## src/rtl/trig_probe_pkg.sv

```systemverilog
// ============================================================================
// Module   : trig_probe_pkg
// Brief    : Shared types and constants for the trigger-probe sequencer.
// Revision : 1.0  initial release
// ============================================================================
`default_nettype none

package trig_probe_pkg;

    typedef enum logic [1:0] {
        ST_IDLE  = 2'd0,
        ST_SEND  = 2'd1,
        ST_DRAIN = 2'd2,
        ST_FIN   = 2'd3
    } state_t;

    // Feedback taps x^128 + x^126 + x^101 + x^99 + 1 as a bit mask (bits 127,125,100,98)
    localparam logic [127:0] c_lfsr_taps = 128'hA000_0014_0000_0000_0000_0000_0000_0000;

    // Marker for "no vector": trig_index before any transfer, and inject_index meaning no probe
    localparam logic [7:0] c_no_vec = 8'hFF;

    function automatic logic [127:0] lfsr_next(input logic [127:0] s);
        return {s[126:0], ^(s & c_lfsr_taps)};
    endfunction

endpackage

`default_nettype wire

```

## src/rtl/probe_lfsr128.sv

```systemverilog
// ============================================================================
// Module   : probe_lfsr128
// Brief    : 128-bit Fibonacci LFSR (shift left) with load and step enable.
// Revision : 1.0  initial release
// ============================================================================
`default_nettype none

module probe_lfsr128
    import trig_probe_pkg::*;
#(
    parameter logic [127:0] SEED = 128'h1
) (
    input  logic         clk,
    input  logic         rst,
    input  logic         i_load,
    input  logic         i_step,
    input  logic [127:0] i_seed,
    output logic [127:0] o_state,
    output logic [127:0] o_next
);

    logic [127:0] r_state;
    logic [127:0] w_next;

    assign w_next  = lfsr_next(r_state);
    assign o_state = r_state;
    assign o_next  = w_next;

    always_ff @(posedge clk) begin
        if (rst) begin
            r_state <= SEED;
        end else if (i_load) begin
            r_state <= i_seed;
        end else if (i_step) begin
            r_state <= w_next;
        end
    end

endmodule

`default_nettype wire

```

## src/rtl/trig_probe_seq.sv

```systemverilog
// ============================================================================
// Module   : trig_probe_seq
// Brief    : Streams LFSR fill with one injected probe vector and records
//            whether / after which vector the observed trigger line fired.
// Revision : 1.0  initial release
// ============================================================================
`default_nettype none

module trig_probe_seq
    import trig_probe_pkg::*;
#(
    parameter int           NUM_VECTORS = 256,
    parameter logic [127:0] SEED        = 128'h0000_0000_0000_0000_0000_0000_0000_0001,
    parameter int           DRAIN       = 8
) (
    input  logic         clk,
    input  logic         rst,
    input  logic         start,
    input  logic [127:0] probe_pattern,
    input  logic [7:0]   inject_index,
    output logic         vec_valid,
    output logic [127:0] vec_data,
    input  logic         vec_ready,
    input  logic         trig_in,
    output logic         busy,
    output logic         done,
    output logic         trig_seen,
    output logic [7:0]   trig_index
);

    localparam logic [8:0] c_num        = 9'(NUM_VECTORS);
    localparam logic [8:0] c_last       = 9'(NUM_VECTORS - 1);
    localparam logic [7:0] c_drain_last = 8'(DRAIN - 1);

    state_t       r_state,      w_state_nxt;
    logic [8:0]   r_idx,        w_idx_nxt;
    logic [7:0]   r_drain_cnt,  w_drain_cnt_nxt;
    logic [127:0] r_probe,      w_probe_nxt;
    logic [7:0]   r_inject,     w_inject_nxt;
    logic         r_vec_valid,  w_vec_valid_nxt;
    logic [127:0] r_vec_data,   w_vec_data_nxt;
    logic         r_busy,       w_busy_nxt;
    logic         r_done,       w_done_nxt;
    logic         r_trig_seen,  w_trig_seen_nxt;
    logic [7:0]   r_trig_index, w_trig_index_nxt;
    logic         w_lfsr_load;
    logic         w_lfsr_step;
    logic [127:0] w_lfsr_state;
    logic [127:0] w_lfsr_next;
    logic [8:0]   w_idx_inc;
    logic [8:0]   w_idx_dec;

    // 8'hFF never injects, even though it is a real slot when 256 vectors are sent
    function automatic logic inject_hit(input logic [8:0] slot, input logic [7:0] inj);
        return (inj != c_no_vec) && ({1'b0, inj} < c_num) && ({1'b0, inj} == slot);
    endfunction

    probe_lfsr128 #(.SEED(SEED)) u_lfsr (
        .clk     (clk),
        .rst     (rst),
        .i_load  (w_lfsr_load),
        .i_step  (w_lfsr_step),
        .i_seed  (SEED),
        .o_state (w_lfsr_state),
        .o_next  (w_lfsr_next)
    );

    assign w_idx_inc = r_idx + 9'd1;
    assign w_idx_dec = r_idx - 9'd1;

    always_comb begin
        w_state_nxt      = r_state;
        w_idx_nxt        = r_idx;
        w_drain_cnt_nxt  = r_drain_cnt;
        w_probe_nxt      = r_probe;
        w_inject_nxt     = r_inject;
        w_vec_valid_nxt  = r_vec_valid;
        w_vec_data_nxt   = r_vec_data;
        w_busy_nxt       = r_busy;
        w_done_nxt       = 1'b0;
        w_trig_seen_nxt  = r_trig_seen;
        w_trig_index_nxt = r_trig_index;
        w_lfsr_load      = 1'b0;
        w_lfsr_step      = 1'b0;

        case (r_state)
            ST_IDLE: begin
                if (start) begin
                    w_state_nxt      = ST_SEND;
                    w_probe_nxt      = probe_pattern;
                    w_inject_nxt     = inject_index;
                    w_idx_nxt        = 9'd0;
                    w_lfsr_load      = 1'b1;
                    w_vec_valid_nxt  = 1'b1;
                    w_busy_nxt       = 1'b1;
                    w_vec_data_nxt   = inject_hit(9'd0, inject_index) ? probe_pattern : SEED;
                    w_trig_seen_nxt  = 1'b0;
                    w_trig_index_nxt = 8'd0;
                end
            end
            ST_SEND: begin
                if (r_vec_valid && vec_ready) begin
                    // LFSR advances on the probe slot too, so fill is independent of inject position
                    w_lfsr_step = 1'b1;
                    w_idx_nxt   = w_idx_inc;
                    if (r_idx == c_last) begin
                        w_state_nxt     = ST_DRAIN;
                        w_vec_valid_nxt = 1'b0;
                        w_vec_data_nxt  = '0;
                        w_drain_cnt_nxt = 8'd0;
                    end else begin
                        w_vec_data_nxt = inject_hit(w_idx_inc, r_inject) ? r_probe : w_lfsr_next;
                    end
                end
            end
            ST_DRAIN: begin
                if (r_drain_cnt == c_drain_last) begin
                    w_state_nxt = ST_FIN;
                    w_done_nxt  = 1'b1;
                end else begin
                    w_drain_cnt_nxt = r_drain_cnt + 8'd1;
                end
            end
            ST_FIN: begin
                w_state_nxt = ST_IDLE;
                w_busy_nxt  = 1'b0;
            end
            default: begin
                w_state_nxt = ST_IDLE;
            end
        endcase

        // r_idx still holds the pre-increment count when a transfer coincides with trig_in
        if ((r_state == ST_SEND || r_state == ST_DRAIN) && trig_in && !r_trig_seen) begin
            w_trig_seen_nxt  = 1'b1;
            w_trig_index_nxt = (r_idx == 9'd0) ? c_no_vec : w_idx_dec[7:0];
        end
    end

    always_ff @(posedge clk) begin
        if (rst) begin
            r_state      <= ST_IDLE;
            r_idx        <= 9'd0;
            r_drain_cnt  <= 8'd0;
            r_probe      <= '0;
            r_inject     <= 8'd0;
            r_vec_valid  <= 1'b0;
            r_vec_data   <= '0;
            r_busy       <= 1'b0;
            r_done       <= 1'b0;
            r_trig_seen  <= 1'b0;
            r_trig_index <= 8'd0;
        end else begin
            r_state      <= w_state_nxt;
            r_idx        <= w_idx_nxt;
            r_drain_cnt  <= w_drain_cnt_nxt;
            r_probe      <= w_probe_nxt;
            r_inject     <= w_inject_nxt;
            r_vec_valid  <= w_vec_valid_nxt;
            r_vec_data   <= w_vec_data_nxt;
            r_busy       <= w_busy_nxt;
            r_done       <= w_done_nxt;
            r_trig_seen  <= w_trig_seen_nxt;
            r_trig_index <= w_trig_index_nxt;
        end
    end

    assign vec_valid  = r_vec_valid;
    assign vec_data   = r_vec_data;
    assign busy       = r_busy;
    assign done       = r_done;
    assign trig_seen  = r_trig_seen;
    assign trig_index = r_trig_index;

endmodule

`default_nettype wire

```

## config.mk

```make
export PLATFORM = sky130hd
export DESIGN_NAME = trig_probe_seq
export DESIGN_NICKNAME = d
export VERILOG_FILES = /design/src/rtl/trig_probe_pkg.sv /design/src/rtl/probe_lfsr128.sv /design/src/rtl/trig_probe_seq.sv
export SDC_FILE = /design/constraint.sdc
export NUM_CORES = 1
export LEC_CHECK = 0
export BUFFER_PORTS_ARGS = -buffer_cell sky130_fd_sc_hd__buf_2
export CAP_MARGIN = 20
export CORE_UTILIZATION = 45
export DETAILED_ROUTE_END_ITERATION = 10
export PLACE_DENSITY = 0.65
export SETUP_SLACK_MARGIN = 0.5
export SLEW_MARGIN = 20
export SYNTH_ARGS = -nofsm -noshare
export SYNTH_HDL_FRONTEND = slang
export SYNTH_SLANG_ARGS = --single-unit
export TNS_END_PERCENT = 1
```

## constraint.sdc

```tcl
create_clock -name clk -period 2.8 [get_ports clk]
set_clock_uncertainty 0.2 [all_clocks]
set_input_delay 0.14 -clock clk [delete_from_list [all_inputs] [get_ports clk]]
set_output_delay 0.14 -clock clk [all_outputs]
set_load 0.05 [all_outputs]
```

==> reports/metrics.yaml, run 1 <==
ys_ff_latch: 423
synth-main-ff-cell: "dfxtp_1"
crit_required_ns: 3.09
clkTransAtPathRegs_ns: 0.06
crit_path_frequent_cell: "buf_12"
min_from: "probe_pattern[104]"
initial_utilization_pct: 45.83
die_y_um: 206.4
status: "complete, but fails checks"
min_period_over_period_pct: 94.36
internal-power_uw: 14870
grt_pass1_vias: 17600
async_flop_share_pct: 0
grt_use_total_pct: 26.44
ys_seq_area_share_pct: 45.04
pwr-share-seq_pct: 30.4
combPwrFrac_pct: 47.4
yosysTopAreaCell: "dfxtp_1"
p_per_area_mw_per_mm2: 1132
switchingPower_uw: 12570
r2r-end: "vec_data[93]$_SDFFE_PP0P_"
syn_inst: 2517
slew_viol_final: 0
rows: 74
grt_overflow_total: 0
wl_met3_um: 3904
clk_path_buf_depth: 3
critPathCaptureType: "register"
synth_cell_types: 47
antenna_cells: 0
synth_edf_count: 0
ir_drop_uv: 871.7
synth_area_per_cell_um2: 7.469
cts_sinks: 423
max-slew-margin-rel_pct: 34.07
setup_violations: 0
utilization_pct: 59.11
portBuffers: 280
drtPass1Iterations: 8
swShare_pct: 45.81
critPathKind: "reg -> reg"
vias: 19010
drive_above_1_share_pct: 15.86
post_drt_wl_per_cell_um: 17.00
setup_tns_ns: 0
wl_met2_um: 27230
cts_made_buffers: 47
p_total_uw: 27450
grt_max_degree: 111
drc_errors: 31
root_buffer: "clkbuf_16"
p_clk_share_pct: 22.2
ant_nets: 0
min_path_cells: 4
dp_hpwl_um: 33660
area_growth_pct: 28.96
rr_worst_depth: 10
final_area_mm2: 0.02424
h-tree-depth: 2
fin_crit_ns: 2.642
crit_fanout: 10
drt_wl_total_um: 58050
worstHoldEndpoint: "r_probe[104]$_SDFFE_PP0P_"
fp.dieArea_mm2: 0.04260
hold_viol_final: 0
grt_pass1_wl_um: 91330
synth_top_area_share_pct: 45.04
arrival_ns: 2.93
r2r_start: "r_idx[1]$_SDFFE_PP0P_"
max_cap_viol_count: 0
tritoncts: "built"
critPathLaunchType: "register"
worst_slew_pin_slew_ns: 0.9890
fp.coreArea_mm2: 0.04102
io-pin-count: 281
fill_cells: 3685
synthTopCellsByArea: "dfxtp_1, nand2_1, a21oi_1"
syn_area_mm2: 0.01880
drt-initial-drc-count: 1554
clk_latency_ns: 0.57
rsz0062_at_grt: "true"
synth_fp_nets: 2666
antenna_found_initial: 1
place_area_mm2: 0.02079
nNetsFinal: 2999
die_width_um: 206.4
top_layer: "met5"
ff2ff_setup_slack_ns: 0.16
hold_path_class: "in -> reg"
path_cells: "buf_12, nand3_4, or3_1, a211o_1, nor4_4, buf_6, buf_12, bufbuf_16, nand4_1, o211ai_1"
clock.fmax_mhz: 378.5
violations: "DRC"
p_leak_uw: 0.009430
m1WireLength_um: 25120
yosys_warnings: 0
gp_congestion: 0.8182
cp_slowest_cell: "dfxtp_4"
routed_via_density: 5.568
critPathMaxStageDelay_ns: 0.38
## worst max path at each step
stage | startpoint | slack (ns) | to | cells past startpoint
6_report | r_idx[1]$_SDFFE_PP0P_ | 0.16 | vec_data[93]$_SDFFE_PP0P_ | 10
5_1_grt | r_idx[1]$_SDFFE_PP0P_ | 0.02 | vec_data[9]$_SDFFE_PP0P_ | 10
3_3_place_gp | r_idx[4]$_SDFFE_PP0P_ | 0.06 | vec_data[44]$_SDFFE_PP0P_ | 8
2_1_floorplan | r_idx[1]$_SDFFE_PP0P_ | 0.44 | vec_data[0]$_SDFFE_PP0P_ | 7
3_5_place_dp | r_idx[6]$_SDFFE_PP0P_ | 0.06 | vec_data[58]$_SDFFE_PP0P_ | 8
4_1_cts | r_idx[1]$_SDFFE_PP0P_ | 0.22 | vec_data[97]$_SDFFE_PP0P_ | 10
## logic make-up after synthesis
family                   count (synthesis)  share of synthesized area, %
buffers and inverters                  348                         7.374
flip-flops                             423                         45.04
XOR/XNOR                                23                         1.072
AND/OR/NAND/NOR                       1022                         23.76
multiplexers                             2                        0.1131
AO/OA/AOI/OAI                          691                         22.10
adder cells (fa/ha/maj)                  8                        0.5325
## stage by stage
| step | hold WS [ns] | setup WS (ns) | std cells |
|---|---|---|---|
| after global placement | 0.1927 | 0.06492 | 3166 |
| after global routing | 0.1747 | 0.02051 | 3414 |
| after CTS | 0.1382 | 0.2198 | 3413 |
| after floorplan | 0.07596 | 0.4374 | 2517 |
| final | 0.1669 | 0.1581 | 3414 |
| after detailed placement | 0.1977 | 0.05698 | 3166 |
## synth_stat cells (5+ instances only)
cell type,count
a21o_1,127
a21oi_1,404
a221oi_1,5
buf_1,18
buf_2,21
buf_4,12
clkbuf_1,161
dfxtp_1,423
ha_1,8
inv_1,134
nand2_1,673
nand3_1,134
nand4_1,134
nor2_1,41
nor4_1,6
o211ai_1,128
o21ai_0,11
or3_1,9
xnor2_1,17
xor2_1,6
## sequential cells by signal, summed over array words and instances (netlist names)
name            count
u_lfsr.o_state    128
busy                1
trig_seen           1
r_idx               9
done                1
r_state             2
r_probe           128
r_drain_cnt         8
vec_valid           1
vec_data          128
r_inject            8
trig_index          8
## metal layers
layer	GRT usage [%]	up-vias
li1	-	9290
met1	34.36	8961
met2	43.29	641
met3	4.667	114
met4	10.43	2
met5	0	-
## power groups by stage
stage / Sequential [µW] / Combinational, µW / Clock, µW
2_1_floorplan: 11700 / 5870 / 0
3_3_place_gp: 8440 / 12200 / 0
3_5_place_dp: 8450 / 12400 / 0
4_1_cts: 8340 / 12900 / 6210
5_1_grt: 8480 / 14000 / 6450
6_report: 8350 / 13000 / 6090
## area by class of cell
| class | instances | area, µm² | share of cell area, % |
|---|---|---|---|
| Multi-Input combinational cell | 1746 | 9052 | 37.34 |
| Sequential cell | 423 | 8497 | 35.05 |
| Timing Repair Buffer | 498 | 4013 | 16.55 |
| Clock buffer | 66 | 1378 | 5.682 |
| Tap cell | 532 | 665.6 | 2.746 |
| Inverter | 134 | 503.0 | 2.075 |
| Clock inverter | 15 | 135.1 | 0.5574 |
## placed cells by master (no fill, tap or decap), drive strengths merged, types with 41 or more instances in the layout
| cell | instances |
|---|---|
| nor2 | 41 |
| a21o | 127 |
| dlygate4sd3 | 140 |
| buf | 355 |
| a21oi | 404 |
| o211ai | 128 |
| nand3 | 135 |
| nand4 | 135 |
| inv | 136 |
| clkbuf | 66 |
| dfxtp | 423 |
| nand2 | 673 |
## worst max-delay path: cells and delay by family, from the launching register on
family	cells	cell delay, ns
flip-flops	1	0.38
buffers and inverters	4	0.71
AO/OA/AOI/OAI	2	0.44
AND/OR/NAND/NOR	4	0.84
## what timing repair did
item,CTS,global route
endpoints found under the hold margin,294,0
pin swaps,9,0
setup buffers,18,1
hold buffers,140,0
gates resized for setup,34,0
gates cloned,8,0
endpoints found under the setup margin,223,227
No activity file was read; power rests on OpenSTA's default activity.
==> run 2: changes to the inputs <==
CELL_PAD_IN_SITES_DETAIL_PLACEMENT = 1   (was default)
CELL_PAD_IN_SITES_GLOBAL_PLACEMENT = 2   (was default)
CORE_UTILIZATION = 33   (was 45)
PLACE_DENSITY = 0.8   (was 0.65)
==> run 2 against run 1 <==
Effect of this change: largest cell class unchanged; global-route usage down 3.1 points; utilization down 15 points; sequential share of layout area down 0.92 points; final cell count up 7.0%; clock-buffer cell count up 8; die area up 36%; the run now ends clean.
==> reports/metrics.yaml, run 2 (synthesis results as in run 1) <==
status: "finished clean"
crit_fanout: 6
drc_errors: 0
rr_worst_depth: 11
rows: 87
dp_hpwl_um: 40870
drtPass1Iterations: 5
multi_input_area_mm2: 0.009084
drive_above_1_share_pct: 16.26
slew_viol_final: 0
hold_path_class: "in -> reg"
p_per_area_mw_per_mm2: 1158
nNetsFinal: 3008
root_buffer: "clkbuf_16"
critPathCaptureType: "register"
hold_viol_final: 0
grt_max_degree: 121
fp.dieArea_mm2: 0.05793
tritoncts: "built"
instances_no_fill: 3653
critPathMaxStageDelay_ns: 0.51
post_drt_wl_per_cell_um: 19.02
fill_cells: 6825
worst_slew_pin_slew_ns: 0.6917
pwr-share-seq_pct: 29.1
antenna_found_initial: 2
io-pin-count: 281
dp_cells: 3391
min_path_cells: 4
crit_required_ns: 3.10
p_leak_uw: 0.009605
cp_slowest_cell: "or4b_4"
routed_via_density: 5.311
p_clk_share_pct: 23.9
critPathLaunchType: "register"
ff2ff_setup_slack_ns: 0.08
ir_drop_uv: 755.0
final_cell_mix: "nand2_1, dfxtp_1, a21oi_1, buf_2, dlygate4sd3_1"
portBuffers: 280
cp-startpoint: "r_idx[1]$_SDFFE_PP0P_"
cts_sinks: 423
swShare_pct: 45.75
grt_pass1_vias: 20040
r2r-end: "vec_data[0]$_SDFFE_PP0P_"
crit_buf_inv: 4
area_growth_pct: 32.37
post-place-ws_ns: -0.07475
drt_wl_total_um: 69490
grt_pass1_wl_um: 108600
r2r_start: "r_idx[1]$_SDFFE_PP0P_"
die_width_um: 240.7
drt-initial-drc-count: 956
cts_made_buffers: 50
setup_ws_ns: 0.08251
min_from: "probe_pattern[110]"
grt_overflow_total: 0
max_cap_viol_count: 0
die_y_um: 240.7
critPathKind: "reg -> reg"
h-tree-depth: 2
path_delay_family: "simple AND/OR/NAND/NOR gates"
gp_congestion: 0.8086
ant_nets: 0
crit_path_frequent_cell: "buf_12"
vias: 19400
area.sequential_mm2: 0.008493
rsz0062_at_grt: "true"
arrival_ns: 3.02
worstHoldEndpoint: "r_probe[110]$_SDFFE_PP0P_"
initial_utilization_pct: 33.34
combPwrFrac_pct: 46.9
clk_latency_ns: 0.58
fp.coreArea_mm2: 0.05639
setup_violations: 0
min_period_over_period_pct: 97.05
clock.fmax_mhz: 368.0
clk_path_buf_depth: 3
path_cells: "ha_4, and3_4, o32a_1, nand4_1, nor4_4, buf_4, buf_12, buf_12, buf_12, or4b_4, o211ai_1"
internal-power_uw: 15640
grt_use_total_pct: 23.37
setup_tns_ns: 0
switchingPower_uw: 13190
utilization_pct: 44.13
clkTransAtPathRegs_ns: 0.06
layout_commonest_cell: "nand2_1"
fin_crit_ns: 2.717
max-slew-margin-rel_pct: 53.89
## run 2: area by class of cell
type                       count  share of cell area (%)
multi-input combinational   1746                   36.50
sequential                   423                   34.13
timing repair buffer         504                   16.61
clock buffer                  74                   5.958
tap                          756                   3.801
inverter                     134                   2.021
clock inverter                15                  0.9704
antenna                        1                 0.01006
## run 2: stage by stage
step	total power, µW	area [µm²]	hold slack [ns]
finish	28830	24890	0.1527
global route	30440	24890	0.1526
CTS	28870	24640	0.1155
detailed placement	21400	21050	0.2022
global placement	21020	21050	0.1919
floorplan	17590	18840	0.07596
## run 2: how the worst max path moves through the flow
stage          slack, ns                          to  cells past startpoint
2_1_floorplan       0.44    vec_data[0]$_SDFFE_PP0P_                      7
3_3_place_gp      -0.006   vec_data[85]$_SDFFE_PP0P_                      9
3_5_place_dp       -0.07  vec_data[101]$_SDFFE_PP0P_                      9
4_1_cts             0.07    vec_data[0]$_SDFFE_PP0P_                     12
5_1_grt            -0.03   vec_data[14]$_SDFFE_PP0P_                     12
6_report            0.08    vec_data[0]$_SDFFE_PP0P_                     11
## run 2: timing repair
item / in CTS / in global routing
resized for setup: 32 / 24
hold buffers: 140 / 0
endpoints found under the setup margin: 206 / 254
pin swaps: 9 / 203
endpoints found under the hold margin: 296 / 0
gates cloned: 7 / 5
buffers inserted: 16 / 4
## run 2: layer usage
metal,vias up,share of wire [%],wire length (µm),track usage [%]
li1,9303,-,-,-
met1,9548,45,31470,30.24
met2,438,48,33590,40.37
met3,111,4.1,2856,2.928
met4,2,2.2,1558,7.045
met5,-,0.014,10,0
## run 2: power by group through the flow
stage | logic [µW] | clock network [µW] | registers (µW)
after floorplan | 5870 | 0 | 11700
after CTS | 13400 | 7090 | 8400
after global placement | 12500 | 0 | 8480
final | 13500 | 6900 | 8400
after detailed placement | 12900 | 0 | 8520
after global routing | 14600 | 7320 | 8540
## run 2: worst min-delay path, delay by kind of cell
family / cells / cell delay (ns)
and+or+nand+nor: 1 / 0.05
AOI/OAI and AO/OA: 1 / 0.05
buffers and inverters: 2 / 0.65
